### config.mk
export PLATFORM = sky130hd
export DESIGN_NAME = reg_bank
export DESIGN_NICKNAME = d
export VERILOG_FILES = /design/src/rtl/reg_bank.sv
export SDC_FILE = /design/constraint.sdc
export NUM_CORES = 1
export LEC_CHECK = 0
export BUFFER_PORTS_ARGS = -buffer_cell sky130_fd_sc_hd__buf_2
export CORE_AREA = 2 2 179 181
export DETAILED_ROUTE_END_ITERATION = 12
export DIE_AREA = 0 0 181 183
export GPL_TIMING_DRIVEN = 0
export PLACE_DENSITY = 0.64
export SLEW_MARGIN = 5
export SYNTH_ARGS = -nofsm -noshare
export SYNTH_HDL_FRONTEND = slang
export SYNTH_SLANG_ARGS = --single-unit
### constraint.sdc
create_clock -name clk -period 6.1 [get_ports clk]
set_input_delay 1.22 -clock clk [delete_from_list [all_inputs] [get_ports clk]]
set_output_delay 1.22 -clock clk [all_outputs]
set_load 0.02 [all_outputs]
### src/rtl/reg_bank.sv
// DEPTH x WIDTH flop-based register bank: one write port, registered read with valid strobe, clear sequencer.
// Define RAM_BYPASS_EN to forward same-edge write data to a read of the same address.
module reg_bank #(
  parameter int WIDTH  = 16,
  parameter int DEPTH  = 16,
  parameter int ADDR_W = 4
) (
  input  logic              clk,
  input  logic              reset_n,
  input  logic              wr_en,
  input  logic [ADDR_W-1:0] wr_addr,
  input  logic [WIDTH-1:0]  wr_data,
  input  logic              rd_en,
  input  logic [ADDR_W-1:0] rd_addr,
  output logic [WIDTH-1:0]  rd_data,
  output logic              rd_valid,
  input  logic              clr_req,
  output logic              busy
);

  typedef enum logic {IDLE, CLEAR} state_t;

  localparam logic [ADDR_W:0]   DEPTH_W = (ADDR_W+1)'(DEPTH);
  localparam logic [ADDR_W-1:0] LAST    = ADDR_W'(DEPTH - 1);

  state_t                  state_reg, state_next;
  logic [ADDR_W-1:0]       cnt_reg, cnt_next;
  logic [DEPTH-1:0][WIDTH-1:0] mem_flat;
  logic [WIDTH-1:0]        rd_data_reg, rd_data_next, rd_word;
  logic                    rd_valid_reg, rd_valid_next;
  logic                    idle, wr_ok, rd_ok, rd_in_range;

  assign idle        = (state_reg == IDLE);
  assign wr_ok       = idle && wr_en && ({1'b0, wr_addr} < DEPTH_W);
  assign rd_in_range = ({1'b0, rd_addr} < DEPTH_W);
  assign rd_ok       = idle && rd_en;

  always_ff @(posedge clk or negedge reset_n) begin
    if (!reset_n) begin
      state_reg <= IDLE;
      cnt_reg   <= '0;
    end else begin
      state_reg <= state_next;
      cnt_reg   <= cnt_next;
    end
  end

  // The counter parks at the last word rather than wrapping; it is rewound when a clear starts.
  always_comb begin
    state_next = state_reg;
    cnt_next   = cnt_reg;
    case (state_reg)
      IDLE: begin
        if (clr_req) begin
          state_next = CLEAR;
          cnt_next   = '0;
        end
      end
      CLEAR: begin
        if (cnt_reg == LAST) state_next = IDLE;
        else                 cnt_next   = cnt_reg + 1'b1;
      end
      default: state_next = IDLE;
    endcase
  end

  genvar gi;
  generate
    for (gi = 0; gi < DEPTH; gi++) begin : g_word
      localparam logic [ADDR_W-1:0] IDX = ADDR_W'(gi);
      logic [WIDTH-1:0] word_reg;

      always_ff @(posedge clk or negedge reset_n) begin
        if (!reset_n)                                 word_reg <= '0;
        else if (state_reg == CLEAR && cnt_reg == IDX) word_reg <= '0;
        else if (wr_ok && wr_addr == IDX)             word_reg <= wr_data;
      end

      assign mem_flat[gi] = word_reg;
    end
  endgenerate

  always_comb begin
    rd_word = '0;
    if (rd_in_range) rd_word = mem_flat[rd_addr];
`ifdef RAM_BYPASS_EN
    if (rd_in_range && wr_ok && wr_addr == rd_addr) rd_word = wr_data;
`endif
    rd_data_next  = rd_ok ? rd_word : rd_data_reg;
    rd_valid_next = rd_ok;
  end

  always_ff @(posedge clk or negedge reset_n) begin
    if (!reset_n) begin
      rd_data_reg  <= '0;
      rd_valid_reg <= 1'b0;
    end else begin
      rd_data_reg  <= rd_data_next;
      rd_valid_reg <= rd_valid_next;
    end
  end

  assign rd_data  = rd_data_reg;
  assign rd_valid = rd_valid_reg;
  assign busy     = (state_reg == CLEAR);

endmodule

# ---- Yosys cells after proc, flatten, opt, wreduce, memory -nomap -nowiden
# Index checks and enable logic that the tools add are counted.
dict set report op_classes {
  addsub 1
  eq_ne 32
  bitwise_logic 1
  multipliers 0
  n_shift 0
  magnitude_cmp 1
  div_mod_pow 0
  n_reduce_logical 53
  n_mux 40
}
# operator n
set op_table {}
lappend op_table {{$mux 16} 33}
lappend op_table {{$bmux 16 s4} 1}
lappend op_table {{$eq 4x4->1 const B} 16}
lappend op_table {{$logic_and 1x1->1} 34}
lappend op_table {{$eq 4x3->1 const B} 8}
lappend op_table {{$reduce_bool 2->1} 16}
lappend op_table {{$eq 4x2->1 const B} 4}
lappend op_table {{$eq 4x1->1 const B} 2}
lappend op_table {{$logic_not 4->1} 2}
lappend op_table {{$mux 4} 2}
lappend op_table {{$pmux 4 s2} 1}
lappend op_table {{$lt 4x5->1 const B} 1}
lappend op_table {{$add 4x1->4 const B} 1}
lappend op_table {{$ne 2x2->1 const B} 2}
lappend op_table {{$mux 1} 2}
lappend op_table {{$pmux 1 s2} 1}
lappend op_table {{$reduce_and 2->1} 1}
lappend op_table {{$not 1->1} 1}
dict set report word_totals {
  regBits 278
  ram_bits 0
  memories 0
  latchBits 0
  input_bits 29
  romBits 0
  elab_cells 148
  out_inout_bits 18
}

# ---- Depth between registers and ports, before layout
dict set report depth {
  ltp_word 5
  depth_mapped 9
  depth_no_buf 6
}

# ---- Least setup slack after synthesis
# Ideal clock, no wire load.
dict set report synth_path {
  path_type {input port to flip-flop}
  startpoint {input wr_addr[1]}
  endpoint {register g_word[0].word_reg[10]}
  slack_ps 3454
  t_arrival_ps 2525
  cell_stages 6
  n_path_buf 2
  required_time_ps 5979
  setup_time_ps 121
  path_cell_list {or4b_4 -> buf_6 -> nor3_4 -> a21oi_2 -> buf_6 -> a22o_1}
}
dict set report synth_between {
  elab_chain_len 3
}
# item line_no
set synth_lines {}
lappend synth_lines {{start: declaration} 11} ;# input logic [ADDR_W-1:0] wr_addr,
lappend synth_lines {{$logic_not 4->1} 76} ;# else if (wr_ok && wr_addr == IDX) word_reg <= wr_data;
lappend synth_lines {{$logic_and 1x1->1} 76}
lappend synth_lines {{$reduce_bool 2->1 (no source line)} -}
lappend synth_lines {{end signal: assignment} 76}
lappend synth_lines {{end: declaration} 71} ;# logic [WIDTH-1:0] word_reg;
# Every way passes these cells.
# A chain may end at the register's enable or synchronous reset.

# ---- Worst setup path in the final report
dict set report layout_path {
  startpoint {input wr_addr[3]}
  endpoint {register g_word[5].word_reg[2]}
}
dict set report layout_between {
  elab_chain_len 3
}
# item line_no
set layout_lines {}
lappend layout_lines {{$eq 4x3->1} 76}
lappend layout_lines {{$logic_and 1x1->1} 76}
lappend layout_lines {{$reduce_bool 2->1 (no source line)} -}
lappend layout_lines {{end signal: assignment} 76}
lappend layout_lines {{end: declaration} 71}
# Every way passes these cells.

==> results.toml <==
[clock_tree]
clk_pin_slew_ns = 0.06
postCtsHoldBufs = 0
cts_tree = "yes"
numCtsBuffers = 30
cts_buffer_depth = 3
clock_latency_ns = 0.56
cts-root-buf = "clkbuf_16"
post_cts_buffers = 0
cts.sinks = 278
post_cts_resized = 0
htree_levels = 1

[timing]
period_share_pct = 48.5
slew_viol_final = 0
finalSetupViolations = 0
period_needed_ns = 2.96
finClkSkew_ns = 0.0118
worst_pin_slew_ns = 1.00
rsz0062_at_grt = "false"
fmax_mhz = 338
relSlewSlack_pct = 33.1
hold_viol_final = 0

[yosys]
synth_area_mm2 = 0.0123
async_reset_ff_share_pct = 100
synth_area_per_cell_um2 = 12.4
ys_seq_area_share_pct = 56.8
yosys_warnings = 0
synth_cell_types = 32
synth_edf_count = 0
netlist_instances = 992
ys_seq_elements = 278
synth_ff_type = "dfrtp_1"
syn_nets = 1025

[floorplanning]
coreArea_mm2 = 0.0312
die-area_mm2 = 0.0331
pin_count = 47
row_count = 65
die_h_um = 183
initial_utilization_pct = 39.2
die_x_um = 181

[cells_and_area]
drive_above_1_share_pct = 11.6
final_cell_area_mm2 = 0.0140
area.growth.synth_to_final_pct = 14.6
layout.nets = 1086
largest_reg_flops = 256
fin_cells = 1479
num_antenna_cells = 0

[route]
drc_errors = 0
drt.antenna.violating_nets = 0
via_count = 9020
firstDrtPassIters = 5
wl_um = 35800
post_drt_wl_per_cell_um = 24.2
drt_iter0_drc = 905
via_per_inst = 6.10

[placed_design]
dpl.hpwl_um = 24900
gp_congestion = 0.849
io_buffers = 27
placedCellCount = 1423
place_area_mm2 = 0.0130

[setup_path]
critPathMaxFanout = 10
r2r_slack_ns = 3.30
worstPathArrival_ns = 3.40
end_kind = "register"
criticalPathCategory = "primary input to register"
start_kind = "primary input"
required_ns = 6.54

[power]
p_per_area_mw_per_mm2 = 420
clockPowerShare_pct = 33.3
power_frac_seq_pct = 44.1
total_switching_power_mw = 1.82
sw_frac_of_total_pct = 30.8
power_leakage_nw = 6.73
p_comb_share_pct = 22.6
ir_drop_v = 0.000210
internal_power_mw = 4.08
power_mw = 5.89

[grt]
first_global_vias = 9163
antenna_found_initial = 0
grt_pass1_wl_um = 55800
grt_max_degree = 111
grtUsageTotal_pct = 21.8
overflow = 0

[worst_hold_path]
worstHoldPathType = "register to register"

[run]
maxCapViolations = 0

[outcome]
status = "completed"
-- critical path, stage by stage --
cell      delay, ns
buf_2          0.16
nand2b_1       0.15
clkbuf_1       0.15
nor2_1         0.73
a21oi_1        0.44
buf_2          0.33
a22o_1         0.20
-- cells in the mapped netlist, types with 3 or more instances --
cell      instances  area share (%)
a21oi_2           3            0.21
nor2_1           16            0.49
nand3_1          32             1.3
a22oi_1          48             2.9
dfrtp_1         278              57
nand4_1          17            0.87
inv_1             3           0.092
nand2b_1          4            0.20
buf_2            29             1.2
nand2_1          52             1.6
nor3_2            3            0.25
nor2_4            3            0.28
ha_1              4            0.41
a22o_1          256              18
buf_6             3            0.28
nor2b_1           3            0.15
mux2i_1         129              11
clkbuf_1         61             1.9
buf_1            16            0.49
a21oi_1          14            0.57
-- path summary, 6_finish.rpt --
check / from / end / depth (start not counted)
setup / recovery: wr_addr[3] / g_word[5].word_reg[2] / 7
hold / removal: rd_data[13] / rd_data[13] / 2
setup reg to reg: busy / rd_data[3] / 7
hold reg to reg: rd_data[13] / rd_data[13] / 2
max in group asynchronous: reset_n / g_word[10].word_reg[1] / 2
min in group asynchronous: reset_n / g_word[3].word_reg[13] / 1
-- per-stage QoR --
stage / setup TNS, ns / utilization, % / setup slack (ns) / hold slack (ns)
final: 0 / 44.9 / 3.14 / 0.475
after CTS: 0 / 44.9 / 3.26 / 0.484
after detailed placement: 0 / 41.5 / 2.69 / 0.470
after floorplan: 0 / - / 3.45 / 0.465
after global placement: -367.19 / 41.3 / -1.35 / 0.463
after global routing: 0 / 44.9 / 3.06 / 0.510
-- metal layers --
layer	global-route usage (%)	part of all wire, %	up-vias
met3	4.23	6.3	63
met1	32.0	46	4741
li1	-	-	3898
met4	6.83	3.1	0
met5	0	0	-
met2	32.7	44	318
-- cell families after synthesis --
logic type      synth area share, %
fa+ha+maj                     0.408
buf+inv                        3.94
compound gates                 22.3
flops                          56.8
mux                            10.5
simple gates                   5.99
xor+xnor                     0.0715
-- power by group through the flow --
stage	clock [mW]	combinational, mW	sequential (mW)
3_5_place_dp	0	1.32	2.60
2_1_floorplan	0	0.896	2.58
5_1_grt	2.06	1.46	2.65
3_3_place_gp	0	1.29	2.60
6_report	1.96	1.33	2.60
4_1_cts	1.99	1.33	2.59
-- layout by cell type, fill, tap and decap left out, types with 3 or more instances in the layout --
| master | count |
|---|---|
| nand3_1 | 32 |
| nand2_1 | 52 |
| inv_1 | 3 |
| a22oi_1 | 48 |
| buf_1 | 16 |
| clkinv_2 | 7 |
| nand2b_1 | 4 |
| ha_1 | 4 |
| nor2_1 | 16 |
| a21oi_2 | 3 |
| dfrtp_1 | 278 |
| nor3_2 | 3 |
| buf_6 | 3 |
| a21oi_1 | 14 |
| clkbuf_1 | 65 |
| nor2_4 | 3 |
| clkbuf_16 | 31 |
| nor2b_1 | 3 |
| nand4_1 | 17 |
| clkbuf_8 | 8 |
| buf_2 | 55 |
| a22o_1 | 256 |
| mux2i_1 | 129 |
| bufinv_16 | 4 |
-- area by class of cell --
class | instances | area [um2]
Buffer | 109 | 468
Clock buffer | 43 | 901
Clock inverter | 13 | 179
Fill cell | 2912 | 17200
Inverter | 4 | 15.0
Multi-Input combinational cell | 601 | 4810
Sequential cell | 278 | 6960
Tap cell | 402 | 503
Timing Repair Buffer | 29 | 200
Note: power is estimated with default switching activity, not from simulation.
